## src/rtl/stage3_pkg.sv

```systemverilog
// Shared widths, limits and FSM encoding for the stage-3 accumulator.
package stage3_pkg;
  localparam int PW_DEF    = 14;
  localparam int NUM_LANES = 9;
  localparam int GRP_W     = 16;
  localparam int SUM_W     = 18;
  localparam int PIX_MAX   = 255;

  typedef enum logic [1:0] {S_IDLE, S_COLLECT, S_DRAIN} state_t;
endpackage

```

## src/rtl/stage3_add3.sv

```systemverilog
// Combinational signed three-input adder with sign-extending output.
module stage3_add3 #(
  parameter int IW = 14,
  parameter int OW = 16
) (
  input  logic signed [IW-1:0] a,
  input  logic signed [IW-1:0] b,
  input  logic signed [IW-1:0] c,
  output logic signed [OW-1:0] y
);
  assign y = OW'(a) + OW'(b) + OW'(c);
endmodule

```

## src/rtl/stage3_accumulate.sv

```systemverilog
// Stage 3: gathers a 3x3 product window, sums it in a 2-level adder tree,
// normalises and saturates to an 8-bit pixel; tracks run pixel count.
module stage3_accumulate
  import stage3_pkg::*;
#(
  parameter int PW         = PW_DEF,
  parameter int NORM_SHIFT = 0,
  parameter int CNT_W      = 16
) (
  input  logic             clk,
  input  logic             rst_n,
  input  logic             stage3_start,
  input  logic [PW-1:0]    prod1,
  input  logic [PW-1:0]    prod2,
  input  logic [PW-1:0]    prod3,
  input  logic [PW-1:0]    prod4,
  input  logic [PW-1:0]    prod5,
  input  logic [PW-1:0]    prod6,
  input  logic [PW-1:0]    prod7,
  input  logic [PW-1:0]    prod8,
  input  logic [PW-1:0]    prod9,
  input  logic             prod1_valid,
  input  logic             prod2_valid,
  input  logic             prod3_valid,
  input  logic             prod4_valid,
  input  logic             prod5_valid,
  input  logic             prod6_valid,
  input  logic             prod7_valid,
  input  logic             prod8_valid,
  input  logic             prod9_valid,
  output logic [7:0]       pixel_out,
  output logic             pixel_valid,
  output logic [CNT_W-1:0] pixel_count,
  output logic             window_dropped,
  output logic             stage3_done
);
  localparam int STAGES = 3;
  localparam logic signed [SUM_W-1:0] T_MAX = SUM_W'(PIX_MAX);

  state_t state;

  logic [NUM_LANES-1:0][PW-1:0] prod_in, win_q, merged;
  logic [NUM_LANES-1:0]         vin, got_q;
  logic [2:0][GRP_W-1:0]        grp_d, grp_q;
  logic signed [SUM_W-1:0]      sum_d, sum_q, t;
  logic [STAGES-1:0]            vld_pipe;
  logic [7:0]                   pix_d;
  logic                         launch;

  assign prod_in = {prod9, prod8, prod7, prod6, prod5, prod4, prod3, prod2, prod1};
  assign vin     = {prod9_valid, prod8_valid, prod7_valid, prod6_valid, prod5_valid,
                    prod4_valid, prod3_valid, prod2_valid, prod1_valid};

  // Lanes arriving on the completing edge belong to the launched window.
  assign launch = (state == S_COLLECT) && ((got_q | vin) == '1);

  for (genvar i = 0; i < NUM_LANES; i++) begin : g_lane
    assign merged[i] = vin[i] ? prod_in[i] : win_q[i];
  end

  for (genvar g = 0; g < 3; g++) begin : g_grp
    stage3_add3 #(.IW(PW), .OW(GRP_W)) u_grp (
      .a(merged[3*g]), .b(merged[3*g+1]), .c(merged[3*g+2]), .y(grp_d[g])
    );
  end

  stage3_add3 #(.IW(GRP_W), .OW(SUM_W)) u_sum (
    .a(grp_q[0]), .b(grp_q[1]), .c(grp_q[2]), .y(sum_d)
  );

  always_comb begin
    t = sum_q >>> NORM_SHIFT;
    if (t[SUM_W-1])   pix_d = 8'd0;
    else if (t > T_MAX) pix_d = 8'(PIX_MAX);
    else              pix_d = t[7:0];
  end

  assign pixel_valid = vld_pipe[STAGES-1];

  always_ff @(posedge clk or negedge rst_n) begin
    if (!rst_n) begin
      state          <= S_IDLE;
      got_q          <= '0;
      win_q          <= '0;
      grp_q          <= '0;
      sum_q          <= '0;
      vld_pipe       <= '0;
      pixel_out      <= '0;
      pixel_count    <= '0;
      window_dropped <= 1'b0;
      stage3_done    <= 1'b0;
    end else begin
      window_dropped <= 1'b0;
      stage3_done    <= 1'b0;
      vld_pipe       <= {vld_pipe[STAGES-2:0], launch};
      if (launch)      grp_q <= grp_d;
      if (vld_pipe[0]) sum_q <= sum_d;
      if (vld_pipe[1]) begin
        pixel_out   <= pix_d;
        pixel_count <= pixel_count + CNT_W'(1);
      end
      case (state)
        S_IDLE: if (stage3_start) begin
          state       <= S_COLLECT;
          pixel_count <= '0;
        end
        S_COLLECT: begin
          for (int i = 0; i < NUM_LANES; i++)
            if (vin[i]) win_q[i] <= prod_in[i];
          got_q <= launch ? '0 : (got_q | vin);
          // A partial window left behind at run end is discarded and flagged.
          if (!stage3_start) begin
            state          <= S_DRAIN;
            got_q          <= '0;
            window_dropped <= !launch && (|(got_q | vin));
          end
        end
        S_DRAIN: if (vld_pipe == '0) begin
          stage3_done <= 1'b1;
          state       <= S_IDLE;
        end
        default: state <= S_IDLE;
      endcase
    end
  end
endmodule
```

## config.mk

```make
export PLATFORM = sky130hd
export DESIGN_NAME = stage3_accumulate
export DESIGN_NICKNAME = d
export VERILOG_FILES = /design/src/rtl/stage3_pkg.sv /design/src/rtl/stage3_add3.sv /design/src/rtl/stage3_accumulate.sv
export SDC_FILE = /design/constraint.sdc
export NUM_CORES = 1
export LEC_CHECK = 0
export ABC_CLOCK_PERIOD_IN_PS = 5600
export BUFFER_PORTS_ARGS = -buffer_cell sky130_fd_sc_hd__buf_2
export CORE_UTILIZATION = 28
export DETAILED_ROUTE_END_ITERATION = 7
export GPL_TIMING_DRIVEN = 0
export HOLD_SLACK_MARGIN = 0.06
export PLACE_DENSITY = 0.47
export SKIP_CTS_REPAIR_TIMING = 1
export SKIP_LAST_GASP = 1
export SLEW_MARGIN = 20
export SYNTH_ARGS = -nofsm -noshare
export SYNTH_HDL_FRONTEND = slang
export SYNTH_SLANG_ARGS = --single-unit
```

## constraint.sdc

```tcl
create_clock -name clk -period 5.6 [get_ports clk]
set_input_delay 1.12 -clock clk [delete_from_list [all_inputs] [get_ports clk]]
set_output_delay 1.12 -clock clk [all_outputs]
set_load 0.02 [all_outputs]
```

After elaboration in Yosys (flattened, before gate mapping)

Index checks and enable logic that the tools add are counted.

Register bits: 232
Output and inout port bits: 27
Input bits: 138
Logic and storage cells: 68

Add/subtract/negate cells: 9
Bitwise gates (word level): 1
Equal/unequal tests: 6
Reductions and logical operators: 7
Multiplexer cells: 24
$lt $le $gt $ge: 1

Operator list:

| kind                                                                   | number |
|---|---|
| 14-bit two-way mux                                                     | 9 |
| 15-bit by 14-bit adder with 16-bit output                              | 3 |
| 16-bit two-way mux                                                     | 3 |
| 14-bit by 14-bit adder with 15-bit output                              | 3 |
| 17-bit by 16-bit adder with 18-bit output                              | 1 |
| 18-bit by 9-bit > comparator with 1-bit output (second input constant) | 1 |
| 9-bit two-way mux                                                      | 2 |
| 16-bit by 16-bit adder with 17-bit output                              | 1 |
| 16-bit by 1-bit adder with 16-bit output (second input constant)       | 1 |
| 8-bit two-way mux                                                      | 2 |
| 9-bit == test (second input constant)                                  | 1 |
| 9-bit bitwise OR                                                       | 1 |
| 9-bit OR reduction                                                     | 1 |
| 2-bit two-way mux                                                      | 3 |
| 2-bit inequality test (second input constant)                          | 3 |
| 2-bit case mux with 3 select lines                                     | 1 |
| 1-bit two-way mux                                                      | 4 |
| 3-bit logical NOT                                                      | 1 |
| 3-bit AND reduction                                                    | 1 |
| 2-bit by 1-bit == test with 1-bit output (second input constant)       | 1 |
| 2-bit == test (second input constant)                                  | 1 |
| 1-bit logical AND                                                      | 2 |
| 2-bit logical NOT                                                      | 1 |
| 1-bit logical NOT                                                      | 1 |

Longest topological paths before layout

Word-level depth: 7
Mapped depth: 15
Gate-level depth less buffers: 13

Cells and area by module

From an unflattened synthesis, not the netlist that was laid out.

Cell total of the unflattened synthesis: 1215
Area, all modules: 14614.0 µm²

By module, submodules not included:

| module                            | times used | area an instance (µm²) | sequential area each (µm²) | cells an instance |
|---|---|---|---|---|
| stage3_accumulate                 | 1          | 10451.3                | 5805.6                     | 752 |
| stage3_add3 at g_grp[1].u_grp ... | 2          | 968.4                  | 0.0                        | 105 |
| stage3_add3 at u_sum              | 1          | 1173.6                 | 0.0                        | 134 |
| stage3_add3 at g_grp[0].u_grp     | 1          | 1052.3                 | 0.0                        | 119 |

Least setup slack after synthesis

No wires, ideal clock.

Path type: input -> register
Start: input prod9_valid
End: register grp_q[47] (netlist bit)
Setup time: 0.130 ns
Data arrival time: 4.206 ns
Path slack: 1.264 ns
Required time: 5.470 ns
Stages: 14
Cell sequence: buf_2 > buf_1 > mux2_2 > fa_1 > ha_1 > inv_1 > fa_1 > nor2b_1 > o21ai_0 > a21oi_1 > o22ai_1 > o21a_1 > o22ai_1 > o21ai_0

Elaborated cells between the ends (all ways): 5
Classes of those cells: 1 x add/sub; 1 x eq/ne; 1 x mux; 1 x bitwise; 1 x reduce/logical

RTL lines:

| item                                      | RTL line                | source |
|---|---|---|
| from (decl)                               | stage3_accumulate.sv:30 | `input logic prod9_valid,` |
| 14-bit two-way mux                        | n/a                     |  |
| net g_grp[2].u_grp.c[1]                   | stage3_add3.sv:8        | `input logic signed [IW-1:0] c,` |
| 15-bit by 14-bit adder with 16-bit output | stage3_add3.sv:11       | `assign y = OW'(a) + OW'(b) + OW'(c);` |
| to (signal assigned)                      | stage3_accumulate.sv:96 | `if (launch) grp_q <= grp_d;` |
| to (decl)                                 | stage3_accumulate.sv:44 | `logic [2:0][GRP_W-1:0] grp_d, grp_q;` |

The timed path passes the listed nets, and every way through them passes these cells.
A chain may end at the register's enable or synchronous reset.

Worst setup path in the final report

Start: input prod3_valid
End: register grp_q[13] (netlist bit)

Elaborated cells between the ends (all ways): 5
Classes of those cells: 1 x add/sub; 1 x eq/ne; 1 x mux; 1 x bitwise; 1 x reduce/logical

RTL lines:

| item                                      | RTL line                | source |
|---|---|---|
| from (decl)                               | stage3_accumulate.sv:24 | `input logic prod3_valid,` |
| 14-bit two-way mux                        | n/a                     |  |
| net g_grp[0].u_grp.c[3]                   | stage3_add3.sv:8        |  |
| 15-bit by 14-bit adder with 16-bit output | stage3_add3.sv:11       |  |

The timed path passes the listed nets, and every way through them passes these cells.

==> impl_metrics.ini <==
[floorplanning]
die-area_um2 = 50600
die_h_um = 225
initial_core_util_pct = 28.4
area_of_the_core_um2 = 49000
fp-row-count = 81
top_level_ports = 165
die_span_x_um = 225

[worst_setup_path]
critical_path.cell_chain = buf_2 -> buf_1 -> mux2_2 -> fa_1 -> ha_1 -> nor2b_1 -> o21a_1 -> o21ai_0 -> a211oi_1 -> o31ai_1 -> a21oi_1 -> o31ai_1
slowest_stage = sky130_fd_sc_hd__buf_1
data_required_critical_path_ns = 6.05
maximum_cell_stage_delay_along_the_critical_path_ns = 0.69
crit_top_cell = sky130_fd_sc_hd__o31ai_1
endpoint_kind = register
crit_path_start_kind = input pin
reg_to_reg_slack_setup_ns = 2.25
r2r.worst_path.cells = 10
crit_type = input pin to register
crit_fanout = 10
regToRegEndpoint = grp_q[14]
arrival_ns = 5.05
critical_path.reg2reg.startpoint = win_q[30]
critical_path.startpoint = prod3_valid

[grt]
initial_antenna_violation_count = 2
grt_first_pass_wirelength_mm = 64.1
largest_net_degree_at_the_start_of_global_routing = 66
track_usage_pct = 16.5
first_global_vias = 10881
grt.overflow.total = 0

[final_layout]
final_util_pct = 33.9
n_antenna_cell = 0
most_frequent_cells_in_the_layout = 408 x sky130_fd_sc_hd__nand2_1, 232 x sky130_fd_sc_hd__dfrtp_1, 161 x sky130_fd_sc_hd__buf_2
area_growth_pct = 19.2
drive_gt1_share_pct = 20.8
fillers = 4998
fin_area_um2 = 16600
final_net_count = 1871
mostFrequentLayoutCell = sky130_fd_sc_hd__nand2_1

[synthesis]
synth_nets = 1682
synth_top_flop_cell = sky130_fd_sc_hd__dfrtp_1
synth_enable_flop_cells = 0
synth-seq-cells = 232
post_synthesis_instance_area_um2 = 13900
synth.yosys.warnings = 0
postSynthAreaPerCell_um2 = 9.78
ys_seq_area_share_pct = 41.7
syn_inst = 1423
async_flop_share_pct = 100
synth_cell_types = 58

[sta]
report.final.hold_viol_count = 0
fin_worst_skew_ns = 0.0322
rsz0062_at_grt = no
layout_min_cycle_time_ns = 4.60
setup_viol_count_final = 0
worst_slew_margin_rel_pct = 42.4
drv_slew = 0
max_clock_freq_mhz = 218
worstMarginPinSlew_ns = 0.864
final_min_period_over_clock_period_pct = 82.1
setup_tns_ns = 0

[min_path]
hold_path_class = register to register
hold_path_depth = 0
hold_path_endpoint = vld_pipe[2]
hold_start = vld_pipe[1]

[clock_tree]
cts.htree.levels = 1
cts_buffer_depth = 3
tritoncts_clock_tree = yes
clock-sinks = 232
worst_skew_pair.late_latency_ns = 0.57
cts_clk_pin_slew_worst_paths_ns = 0.06
cts-buffers-inserted = 29
clock_root_buffer_master = sky130_fd_sc_hd__clkbuf_16

[place]
globalplace.congestion = 0.822
post_dp_cell_area_um2 = 15600
dpl.hpwl_mm = 31.6
port_buffers = 155

[drt]
num_vias = 10678
detail_route.first_pass.iterations = 7
avgRoutedWirePerCell_um = 18.0
drtIter0Drc = 483
routed_wirelength_mm = 41.3
drc = 0
drtAntennaViolNets = 0
routed_via_density = 4.65

[power]
leakagePower_nw = 8.11
p_per_area_nw_per_um2 = 457
power.ir.vdd_worst_mv = 0.242

[flow_run]
maxCapViolCount = 0

[run_status]
status = finished clean
-- synthesized netlist by cell type, types with 3 or more instances --
cell / number / share of area, %
sky130_fd_sc_hd__o21a_1: 12 / 0.65
sky130_fd_sc_hd__and2_1: 3 / 0.13
sky130_fd_sc_hd__nand3_1: 12 / 0.43
sky130_fd_sc_hd__xnor2_1: 21 / 1.3
sky130_fd_sc_hd__clkbuf_1: 47 / 1.3
sky130_fd_sc_hd__xor2_1: 31 / 2.0
sky130_fd_sc_hd__nand2_1: 408 / 11
sky130_fd_sc_hd__o22ai_1: 7 / 0.31
sky130_fd_sc_hd__inv_1: 41 / 1.1
sky130_fd_sc_hd__nand2b_1: 11 / 0.49
sky130_fd_sc_hd__mux2i_1: 29 / 2.1
sky130_fd_sc_hd__buf_4: 3 / 0.16
sky130_fd_sc_hd__o21ai_0: 88 / 3.2
sky130_fd_sc_hd__o211ai_1: 4 / 0.22
sky130_fd_sc_hd__nand4_1: 7 / 0.31
sky130_fd_sc_hd__mux2_2: 115 / 9.3
sky130_fd_sc_hd__nand4b_1: 3 / 0.19
sky130_fd_sc_hd__buf_1: 9 / 0.24
sky130_fd_sc_hd__or3_1: 4 / 0.18
sky130_fd_sc_hd__nor2_1: 35 / 0.94
sky130_fd_sc_hd__and3_1: 9 / 0.40
sky130_fd_sc_hd__a21o_1: 15 / 0.81
sky130_fd_sc_hd__nor4_1: 7 / 0.31
sky130_fd_sc_hd__nor2b_1: 10 / 0.45
sky130_fd_sc_hd__o21bai_1: 5 / 0.27
sky130_fd_sc_hd__o31ai_1: 7 / 0.38
sky130_fd_sc_hd__a211oi_1: 8 / 0.43
sky130_fd_sc_hd__fa_1: 62 / 8.9
sky130_fd_sc_hd__dfrtp_1: 232 / 42
sky130_fd_sc_hd__a31oi_1: 4 / 0.18
sky130_fd_sc_hd__ha_1: 59 / 5.3
sky130_fd_sc_hd__nor3_1: 9 / 0.32
sky130_fd_sc_hd__a21oi_1: 55 / 2.0
sky130_fd_sc_hd__a22o_1: 9 / 0.57
sky130_fd_sc_hd__nor3b_1: 6 / 0.32
sky130_fd_sc_hd__buf_2: 7 / 0.25
-- final cells by class --
class,count,area (um^2),area share (%)
repair buffers,158,868,5.23
flip-flops and latches,232,5810,35.0
clock inverters,12,114,0.686
multi-input cells,1081,7670,46.2
well taps,664,831,5.01
inverters,42,158,0.950
clock buffers,39,853,5.14
plain buffers,68,290,1.75
-- worst max-delay path by stage --
| stage | slack, ns | depth (start not counted) | endpoint |
|---|---|---|---|
| floorplan | 1.26 | 14 | grp_q[47] |
| global placement | -1.28 | 1 | win_q[72] |
| detailed placement | 0.48 | 14 | grp_q[47] |
| CTS | 1.05 | 12 | grp_q[13] |
| global route | 0.79 | 12 | grp_q[13] |
| finish | 1.00 | 12 | grp_q[13] |
-- stage by stage --
stage | setup WS (ns) | power (mW) | instances | hold WS [ns]
2_1_floorplan | 1.26 | 4.66 | 1423 | 0.352
3_3_place_gp | -1.28 | 5.64 | 2242 | 0.361
3_5_place_dp | 0.475 | 5.70 | 2245 | 0.372
4_1_cts | 1.05 | 7.67 | 2296 | 0.380
5_1_grt | 0.795 | 8.18 | 2296 | 0.384
6_report | 1.00 | 7.59 | 2296 | 0.376
-- registers in the layout, summed over array words and instances (netlist names) --
signal	flops
pixel_count	16
state	2
grp_q	48
window_dropped	1
sum_q	18
vld_pipe	3
stage3_done	1
got_q	9
pixel_out	8
win_q	126
-- layer usage --
layer	part of all wire [%]	track usage, %	vias to the layer above
li1	-	-	5206
met1	48	23.2	5197
met2	46	26.7	216
met3	3.8	2.20	55
met4	2.4	3.88	4
met5	0.063	0	-
-- logic make-up after synthesis --
logic type                 after synthesis  share of synthesized area (%)
buffers and inverters                  110                           3.22
and+or+nand+nor                        532                           16.0
AOI/OAI and AO/OA                      232                           10.2
DFF                                    232                           41.7
adders and majority gates              121                           14.2
xor gates and xnor gates                52                           3.27
muxes                                  144                           11.4
-- power breakdown --
part	switching (mW)	internal, mW
sequential	0.288	2.08
clock	0.764	1.15
combinational	1.92	1.40
total	2.97	4.62
-- worst max-delay path, delay by kind of cell --
| kind | cells | cell delay (ns) |
|---|---|---|
| AOI/OAI and AO/OA | 6 | 1.50 |
| adders and majority gates | 2 | 0.84 |
| buffers and inverters | 2 | 0.97 |
| muxes | 1 | 0.45 |
| and+or+nand+nor | 1 | 0.14 |
(Power assumes the default switching activity.)
